<file path="config.mk">
export PLATFORM = sky130hd
export DESIGN_NAME = ilm_accumulator
export DESIGN_NICKNAME = d
export VERILOG_FILES = /design/src/rtl/ilm_accumulator.sv
export SDC_FILE = /design/constraint.sdc
export NUM_CORES = 1
export LEC_CHECK = 0
export ABC_AREA = 1
export BUFFER_PORTS_ARGS = -buffer_cell sky130_fd_sc_hd__buf_4
export CORE_MARGIN = 10
export CORE_UTILIZATION = 35
export DETAILED_ROUTE_END_ITERATION = 16
export GPL_TIMING_DRIVEN = 0
export PLACE_DENSITY = 0.57
export SETUP_SLACK_MARGIN = 0.1
export SLEW_MARGIN = 20
export SYNTH_ARGS = -nofsm -noshare
export SYNTH_HDL_FRONTEND = slang
export SYNTH_SLANG_ARGS = --single-unit
</file>
<file path="constraint.sdc">
create_clock -name clk -period 3 [get_ports clk]
set_input_delay 0.75 -clock clk [delete_from_list [all_inputs] [get_ports clk]]
set_output_delay 0.75 -clock clk [all_outputs]
set_load 0.02 [all_outputs]
</file>
<file path="src/rtl/ilm_accumulator.sv">
// Signed, saturating accumulator for sign/magnitude products from a log multiplier.
// Runs one dot product of 'len' beats per start and presents the result through a valid/ready handshake.
module ilm_accumulator #(
    parameter int MAG_W = 16,
    parameter int ACC_W = 24,
    parameter int LEN_W = 8
) (
    input  logic             clk,
    input  logic             rst_n,
    input  logic             start,
    input  logic [LEN_W-1:0] len,
    input  logic             in_valid,
    output logic             in_ready,
    input  logic             prod_sign,
    input  logic [MAG_W-1:0] prod_mag,
    output logic             out_valid,
    input  logic             out_ready,
    output logic [ACC_W-1:0] result,
    output logic             sat,
    output logic             busy
);

    typedef enum logic [1:0] {
        IDLE  = 2'd0,
        ACCUM = 2'd1,
        DONE  = 2'd2
    } state_t;

    localparam logic [ACC_W-1:0] ACC_MAX = {1'b0, {(ACC_W-1){1'b1}}};
    localparam logic [ACC_W-1:0] ACC_MIN = {1'b1, {(ACC_W-1){1'b0}}};
    localparam logic [LEN_W-1:0] CNT_ONE = {{(LEN_W-1){1'b0}}, 1'b1};

    state_t           state_q, state_d;
    logic [ACC_W-1:0] acc_q, acc_d;
    logic [LEN_W-1:0] cnt_q, cnt_d;
    logic             sat_q, sat_d;

    logic [ACC_W:0]   mag_ext;
    logic [ACC_W:0]   term;
    logic [ACC_W:0]   sum_wide;
    logic             clamp;
    logic [ACC_W-1:0] sum_clamped;

    // One guard bit is enough: a single term never exceeds the accumulator range.
    always_comb begin
        mag_ext  = {{(ACC_W+1-MAG_W){1'b0}}, prod_mag};
        term     = prod_sign ? -mag_ext : mag_ext;
        sum_wide = {acc_q[ACC_W-1], acc_q} + term;
        clamp    = sum_wide[ACC_W] != sum_wide[ACC_W-1];
        if (!clamp) begin
            sum_clamped = sum_wide[ACC_W-1:0];
        end else if (sum_wide[ACC_W]) begin
            sum_clamped = ACC_MIN;
        end else begin
            sum_clamped = ACC_MAX;
        end
    end

    always_comb begin
        state_d = state_q;
        acc_d   = acc_q;
        cnt_d   = cnt_q;
        sat_d   = sat_q;
        case (state_q)
            IDLE: begin
                if (start) begin
                    acc_d = '0;
                    sat_d = 1'b0;
                    if (len != '0) begin
                        cnt_d   = len;
                        state_d = ACCUM;
                    end else begin
                        cnt_d   = '0;
                        state_d = DONE;
                    end
                end
            end
            ACCUM: begin
                if (in_valid) begin
                    acc_d = sum_clamped;
                    sat_d = sat_q | clamp;
                    cnt_d = cnt_q - CNT_ONE;
                    if (cnt_q == CNT_ONE) begin
                        state_d = DONE;
                    end
                end
            end
            DONE: begin
                if (out_ready) begin
                    state_d = IDLE;
                end
            end
            default: begin
                state_d = IDLE;
            end
        endcase
    end

    always_ff @(posedge clk or negedge rst_n) begin
        if (!rst_n) begin
            state_q <= IDLE;
            acc_q   <= '0;
            cnt_q   <= '0;
            sat_q   <= 1'b0;
        end else begin
            state_q <= state_d;
            acc_q   <= acc_d;
            cnt_q   <= cnt_d;
            sat_q   <= sat_d;
        end
    end

    // Handshake outputs decode straight from state so reset clears them without a clock.
    assign in_ready  = (state_q == ACCUM);
    assign out_valid = (state_q == DONE);
    assign busy      = (state_q != IDLE);
    assign result    = acc_q;
    assign sat       = sat_q;

endmodule

</file>
---- After elaboration in Yosys (flattened, before gate mapping) ----
Cells that the tools add are included.
W data, S select, Z words.
cells by class
  $add $sub $neg .......................... 3
  multiply operators ...................... 0
  div/mod/pow operators ................... 0
  $lt $le $gt $ge ......................... 0
  equal/unequal tests ..................... 8
  shifts and indexed selects .............. 0
  muxes and demuxes ....................... 19
  bitwise gates (word level) .............. 1
  reductions and logical operators ........ 6
operators by type and width
  cell                   number
  $mux W24               4
  $pmux W24 S2           1
  $add A25 B25 Y25       1
  $mux W25               1
  $neg A16 Y25           1
  $mux W8                3
  $pmux W8 S2            1
  $mux W2                5
  $eq A8 B1 Y1 const B   1
  $reduce_bool A8 Y1     1
  $sub A8 B1 Y8 const B  1
  $pmux W2 S3            1
  $ne A2 B1 Y1 const B   2
  $ne A2 B2 Y1 const B   2
  $reduce_and A4 Y1      1
  $reduce_bool A2 Y1     2
  $reduce_and A3 Y1      1
  $eq A2 B1 Y1 const B   1
  $eq A2 B2 Y1 const B   1
  $logic_not A2 Y1       1
  $mux W1                2
  $pmux W1 S2            1
  $ne A1 B1 Y1           1
  $or A1 B1 Y1           1
storage, ports and cells
  bits in registers ....................... 35
  latch bits .............................. 0
  memory bits (writable) .................. 0
  ROM bits ................................ 0
  output and inout port bits .............. 28
  memories ................................ 0

---- Depth between registers and ports, before layout ----
Gate-level depths: netlist (run 1).
  depth in word-level cells ............... 7
  depth in mapped cells ................... 26

---- Least setup slack after synthesis (run 1) ----
Ideal clock, no wire load.
  kind .................................... in2reg
  from .................................... input port prod_mag[1]
  to ...................................... register acc_q[9], in the netlist result[9]
  setup time .............................. 119 ps
  arrival ................................. 3513 ps
  required time ........................... 2881 ps
  slack ................................... -632 ps
  cell stages on the path ................. 23
  path through ............................ inv_1 > nand3_1 > nor2_1 > nand2_1 > nor2_1 > nand4_1 > nor3_1 > a21oi_1 > xor2_1 > ha_1 > nand2_2 > inv_1 > a21oi_1 > nand2_1 > nand2_1 > nand3b_4 > nand2_2 > nand2_4 > nand2_4 > nand2_8 > buf_12 > o21ai_2 > nand2_1
on the way
  word-level cells in the longest chain between the ends .. 7
RTL lines
  item                                      RTL line  text
  from (decl)                               15        input logic [MAG_W-1:0] prod_mag,
  $neg A16 Y25                              47        term = prod_sign ? -mag_ext : mag_ext;
  $mux W25 (*)                              47
  $add A25 B25 Y25 (*)                      48        sum_wide = {acc_q[ACC_W-1], acc_q} + term;
  $mux W24 or $ne A1 B1 Y1 (tied branches)  52, 49
  $mux W24 (*)                              50        if (!clamp) begin
  $mux W24 (*)                              79        if (in_valid) begin
  $pmux W24 S2 (*)                          64        case (state_q)
  to (signal assigned)                      102       acc_q <= '0;
  to (signal assigned)                      107       acc_q <= acc_d;
  to (decl)                                 34        logic [ACC_W-1:0] acc_q, acc_d;
Every way passes the cells marked *; elsewhere a longest branch is shown, timed or not. The select of a mux whose other input is x is not followed.
A chain may end at the register's enable or synchronous reset.

---- Worst setup path after layout (run 1) ----
  from .................................... input port prod_mag[0]
  to ...................................... register acc_q[7], in the netlist result[7]
Same word-level chain as after synthesis.

==> impl_results.md, run 1 <==
* Final Critical Period at about 3400 ps
* Final wirelength at ~12000 um
* Clock Latency Late Sink at roughly 310 ps
* Synth cell types at 40
* Register area share after synthesis at a little under a quarter
* Largest net degree at the start of global routing at 36
* Ranking of synthesized cells by area: dfrtp_1 (23%), nand2_1 (17%), ha_1 (9.0%)
* Starting Density at between 30% and 40%
* Max cap viols at 0
* FILL cells at ~1.1k
* Area of the multi-input gates at between 0.003 and 0.004 mm^2
* Required time of the critical path at 3210 ps
* Final setup vio count at 25
* Power per cell area at ~1000 mW/mm^2
* I/O pin total at between 50 and 60
* Critical path arrival at approximately 3700 ps
* Fin nets at about 720
* CTS tree: done
* DR iter-0 viols at approximately 180
* # clock sinks at 35
* Drt first pass iters at 5
* Synth area leader: dfrtp_1
* Clock transition at path regs at 90 ps
* Area Overhead vs Synth at 36.0%
* RSZ-0062 raised after global routing: true
* Crit path launch type: input port
* Yosys Warn Count at 0
* GPL Wtd Cong at 0.902
* Post-synth net total at about 630
* # DRC at 0
* Vias in the first global route at 3931
* Ant. Diodes at 0
* Die Ht at 125 um
* Mapped Avg Cell Area at between 6 and 7 um^2
* Min-Delay Path Class: input port to async pin
* Top post-synthesis cells by count: nand2_1 (177), inv_1 (70), nor2_1 (41), dfrtp_1 (35), ha_1 (28)
* DIE AREA at about 0.016 mm^2
* Area share of the largest cell type after synthesis at ~23%
* Most used flip-flop cell after synthesis: dfrtp_1
* Port-buffer cells at 57
* Crit Path Max Fanout at 6
* Number of vias per cell at 4.93
* Routed Antenna Nets at 0
* Sequential cell area at 876 um^2
* #FFs+latches synth at 35
* Fin util at just under 50%
* Layout cells sized above 1 at 31.5%
* Peak Freq at roughly 0.29 GHz
* Clock skew at approximately 7.5 ps
* First-pass GRT wire length at slightly below 20000 um
* Max-slew violations at 0
* # rows at 38
* Final hold violations at 0
* WS Path Type: input port to flop
* Grt ovf at 0
* Static Leak at about 2.6 nW
* Htree depth at 2
* Endpoint type of the worst setup path: flop
* Period utilisation layout at 115%
* Worst-Margin Slew at approximately 570 ps
* Initial antenna violation count at 0
* Setup ws final at -447 ps
* Core Box Area at between 0.01 and 0.015 mm^2
* Slew headroom at 62.0%
* Die Wd at 125 um
* Cell with the most instances after synthesis: nand2_1
* Root Buffer: clkbuf_8
* FFs w/ async S/R, synth at 100%
* Outcome: finished with violations
* Drt wl/cell at approximately 15 um
* Violated checks: setup timing
* Synthesized instance count at 575
* Cts bufs inserted at 5
* Total number of vias at roughly 4.0k
* Gr usage total at 14.8%
* Post-Syn Area at ~0.0039 mm^2
* HPWL after DPL at between 9000 and 10000 um
* Max Root-Sink Buffers at 2
* Total Neg Setup Slack at -10330 ps
* Number of enable flip-flop cells after synthesis at 0
* Peak supply drop at around 0.00046 V
final timing paths:
path                             start         end  slack (ps)  depth (start not counted)
min reg2reg                 result[13]  result[13]         520                          2
max reg2reg                  result[0]   result[7]         440                         16
max                        prod_mag[0]   result[7]        -450                         26
max in group asynchronous        rst_n    cnt_q[4]        2250                          1
min                              rst_n  result[10]         400                          1
min in group clk            result[13]  result[13]         520                          2
cell usage in the layout, fill, tap and decap left out, drive strengths merged, types with 3 or more instances in the layout:
master and count:
xor2 19, nand4 9, nand3b 3, buf 84, inv 75, o21bai 5
nand2 200, o21ai 34, nor4 3, dfrtp 35, clkbuf 10, clkinvlp 3
nand3 27, a31oi 9, xnor2 16, nor3 8, ha 28, nor2 56
a21oi 29
cell families after synthesis:
kind of cell             after synthesis  synth area share, %
AND/OR/NAND/NOR                      309                 37.5
AO/OA/AOI/OAI                         85                 13.7
buffers and inverters                 82                 8.81
XOR/XNOR                              35                 7.91
flip-flops                            35                 22.6
adder cells (fa/ha/maj)               29                 9.55
report_power, final:
group / internal (mW) / total, mW / switching (mW)
clock network: 0.167 / 0.395 / 0.228
logic: 1.59 / 3.88 / 2.29
registers: 0.670 / 0.850 / 0.179
sequential cells by signal, indices dropped and copies added, names as in the netlist:
| signal | cells |
|---|---|
| cnt_q | 8 |
| sat | 1 |
| state_q | 2 |
| result | 24 |
area by class of cell:
class	count	area share, %
Inverter	76	6.00
Buffer	6	1.38
Tap cell	140	3.32
Sequential cell	35	16.6
Clock inverter	3	0.451
Multi-Input combinational cell	458	57.0
Timing Repair Buffer	83	13.9
Clock buffer	5	1.30
metal layers:
| layer | wire, um | vias to the layer above | global-route usage, % |
|---|---|---|---|
| met1 | 5990 | 1856 | 19.2 |
| met3 | 534 | 8 | 3.13 |
| li1 | - | 2031 | - |
| met2 | 5680 | 75 | 24.7 |
| met4 | 85 | 0 | 2.91 |
| met5 | 0 | - | 0 |
critical path: stages:
cell and delay [ps]:
buf_12 110, inv_12 40, nand3_4 80, nor2_4 90, nand2_2 70, nor2_4 120, nand4_1 190, nor3_4 200
buf_6 160, a31oi_1 90, ha_1 400, nand2_2 80, buf_4 150, nor2_4 110, nand2_2 80, nor2_2 90
nand2_2 80, nand3_2 100, nand2_2 70, nand2_4 80, nand2_8 70, nand2_4 80, inv_6 60, clkbuf_16 160
o21ai_2 50, nand2_1 60
per-stage QoR:
stage	setup slack [ps]	hold WS, ps	instances	cell area [um^2]	power (mW)
2_1_floorplan	-346	454	575	3960	3.15
3_3_place_gp	-1060	498	772	4560	3.97
3_5_place_dp	-1110	508	772	4560	3.99
4_1_cts	-546	421	794	4920	4.78
5_1_grt	-599	439	806	5280	5.55
6_report	-447	396	806	5280	5.12
timing repair:
item	CTS	global route
hold buffers	0	0
buffers inserted	13	10
endpoints found under the hold margin	0	0
pin swaps	33	40
endpoints found under the setup margin	25	25
resized for setup	33	51
gates cloned	1	2
Power figures use the tool's default switching activity.
==> inputs of run 2 (changes only) <==
--- a/config.mk
+++ b/config.mk
@@ -10,8 +10,9 @@
 export CORE_MARGIN = 10
 export CORE_UTILIZATION = 35
 export DETAILED_ROUTE_END_ITERATION = 16
+export GPL_ROUTABILITY_DRIVEN = 1
 export GPL_TIMING_DRIVEN = 0
-export PLACE_DENSITY = 0.57
+export PLACE_DENSITY = 0.49
 export SETUP_SLACK_MARGIN = 0.1
 export SLEW_MARGIN = 20
 export SYNTH_ARGS = -nofsm -noshare
==> run 2 against run 1 <==
The run still ends with setup timing left. Clock power grew 38%. Global-route usage increased by 0.43 points. Non-clock buffer count up 8. Sequential share of layout area is 0.41 points lower. Critical path depth is 1 lower. Final cell count is 0.99% higher. Critical path type unchanged. Largest cell class unchanged.
==> impl_results.md, run 2 (same netlist as run 1, synthesis figures left out) <==
* Crit path launch type: input port
* Total Neg Setup Slack at -9820 ps (+519 ps)
* WS Path Type: input port to flop
* Gr usage total at 15.2% (+0.43 points)
* # rows at 38 (unchanged)
* Violated checks: setup timing
* # DRC at 0 (unchanged)
* Total number of vias at 3951 (-0.48%)
* Commonest non-fill, non-tap cell in the layout: nand2_1
* Initial antenna violation count at 0 (unchanged)
* HPWL after DPL at 9460 um (+1.0%)
* Die Wd at 125 um (unchanged)
* RSZ-0062 raised after global routing: true
* Max reg flops at 24 (unchanged)
* Cts bufs inserted at 5 (unchanged)
* Max cap viols at 0 (unchanged)
* Max Root-Sink Buffers at 2 (unchanged)
* DR iter-0 viols at 246 (+35%)
* Peak supply drop at 0.000393 V (-15%)
* Required time of the critical path at 3200 ps (about the same)
* Clock skew at 7.14 ps (-0.404 ps)
* Htree depth at 2 (unchanged)
* Root Buffer: clkbuf_8
* Area Overhead vs Synth at 39.5%
* First-pass GRT wire length at 20100 um (+3.6%)
* Vias in the first global route at 4024 (+2.4%)
* I/O pin total at 58 (unchanged)
* Reg2reg setup slack at 410 ps (-30 ps)
* Routed Antenna Nets at 0 (unchanged)
* Power per cell area at 980 mW/mm^2 (+0.94%)
* Final setup vio count at 25 (unchanged)
* Clock Latency Late Sink at 300 ps (about the same)
* CTS tree: done
* Final hold violations at 0 (unchanged)
* Critical path arrival at 3620 ps (-30 ps)
* Port-buffer cells at 57 (unchanged)
* Setup ws final at -424 ps (+22.4 ps)
* Outcome: finished with violations
* Peak Freq at 0.292 GHz (+0.65%)
* DIE AREA at 0.0157 mm^2 (unchanged)
* FILL cells at 1106 (+0.18%)
* Crit Path Max Fanout at 6 (unchanged)
* Worst r2r src: result[0]
* Max-slew violations at 0 (unchanged)
* Final wirelength at 12400 um (+0.98%)
* GPL Wtd Cong at 0.905 (+0.34%)
* Static Leak at 2.69 nW (+2.9%)
* Worst hold margin at 402 ps (+5.63 ps)
* Period utilisation layout at 114% (-0.75 points)
* Starting Density at 35.8% (unchanged)
* Drt wl/cell at 15.2 um (about the same)
* Worst-Margin Slew at 561 ps (-7.75 ps)
* Clock transition at path regs at 90 ps (about the same)
* Endpoint type of the worst setup path: flop
* Fin nets at 732 (+1.1%)
* Core Box Area at 0.0108 mm^2 (unchanged)
* Grt ovf at 0 (unchanged)
* Ant. Diodes at 0 (unchanged)
* Setup Slack @ Placement at -1130 ps (-20.1 ps)
* Fin util at 49.9% (+1.2 points)
* Layout cells sized above 1 at 34.4% (+2.9 points)
* Drt first pass iters at 4 (-1)
* Worst R2R End: result[7]
* Number of vias per cell at 4.85 (-1.5%)
* Final Critical Period at 3420 ps (-22.4 ps)
* # clock sinks at 35 (unchanged)
* Largest net degree at the start of global routing at 36 (unchanged)
* R2R cell count at 16 (unchanged)
* Most frequent cells in the layout: nand2_1 (148), buf_4 (81), inv_1 (65)
* Slew headroom at 62.5% (+0.52 points)
* Hold_buf cts at 0 (unchanged)
* Min-Delay Path Class: input port to async pin
* Die Ht at 125 um (unchanged)
==> run 2: area by class of cell <==
| type | instances | area, um^2 | area share, % |
|---|---|---|---|
| plain buffers | 6 | 67.6 | 1.25 |
| clock buffers | 5 | 68.8 | 1.27 |
| clock inverters | 3 | 67.6 | 1.25 |
| inverters | 76 | 322 | 5.94 |
| multi-input cells | 458 | 3060 | 56.5 |
| flip-flops and latches | 35 | 876 | 16.2 |
| well taps | 140 | 175 | 3.24 |
| repair buffers | 91 | 774 | 14.3 |
==> run 2: repair_timing <==
item,CTS,global route
pin swaps,16,44
setup buffers,19,13
resized for setup,37,62
setup endpoints to repair,25,25
gates cloned,2,0
==> run 2: worst max-delay path by stage <==
stage / end / start / cells after the start / slack (ps)
floorplan: result[11] / prod_mag[0] / 23 / -350
global placement: sat / prod_mag[0] / 23 / -1090
detailed placement: result[7] / prod_mag[0] / 23 / -1130
CTS: result[7] / prod_mag[0] / 25 / -600
global route: result[5] / prod_mag[1] / 26 / -640
finish: result[2] / prod_mag[1] / 25 / -420
==> run 2: metrics by stage <==
| step | cell area (um^2) | total power, mW | instances |
|---|---|---|---|
| finish | 5410 | 5.30 | 814 |
| global route | 5410 | 5.77 | 814 |
| CTS | 5040 | 4.98 | 801 |
| detailed placement | 4560 | 3.99 | 772 |
| global placement | 4560 | 3.98 | 772 |
| floorplan | 3960 | 3.15 | 575 |
==> run 2: power breakdown <==
group	internal, mW	switching [mW]	total [mW]
logic	1.63	2.28	3.91
clock network	0.332	0.213	0.545
registers	0.670	0.179	0.849
==> run 2: routing by layer <==
layer | vias up | wire (um) | track usage [%]
li1 | 2046 | - | -
met1 | 1835 | 6000 | 20.3
met2 | 63 | 5880 | 25.4
met3 | 7 | 410 | 2.66
met4 | 0 | 125 | 2.30
met5 | - | 0 | 0
==> run 2: critical path, cell delays in order <==
cell and delay [ps]:
buf_8 100, inv_8 50, nand3_4 80, nor2_4 120, nand2_2 80, nor2_4 100
nand4_1 170, nor3_4 170, buf_6 160, a21oi_4 70, xor2_2 230, ha_4 250
nand2_4 110, inv_2 50, a21oi_4 170, nand2_4 100, nand2_4 70, nand3b_4 110
nand2_4 90, nand2_4 60, nand2_8 100, nand2_8 80, buf_6 140, o21ai_2 130
nand2_1 70
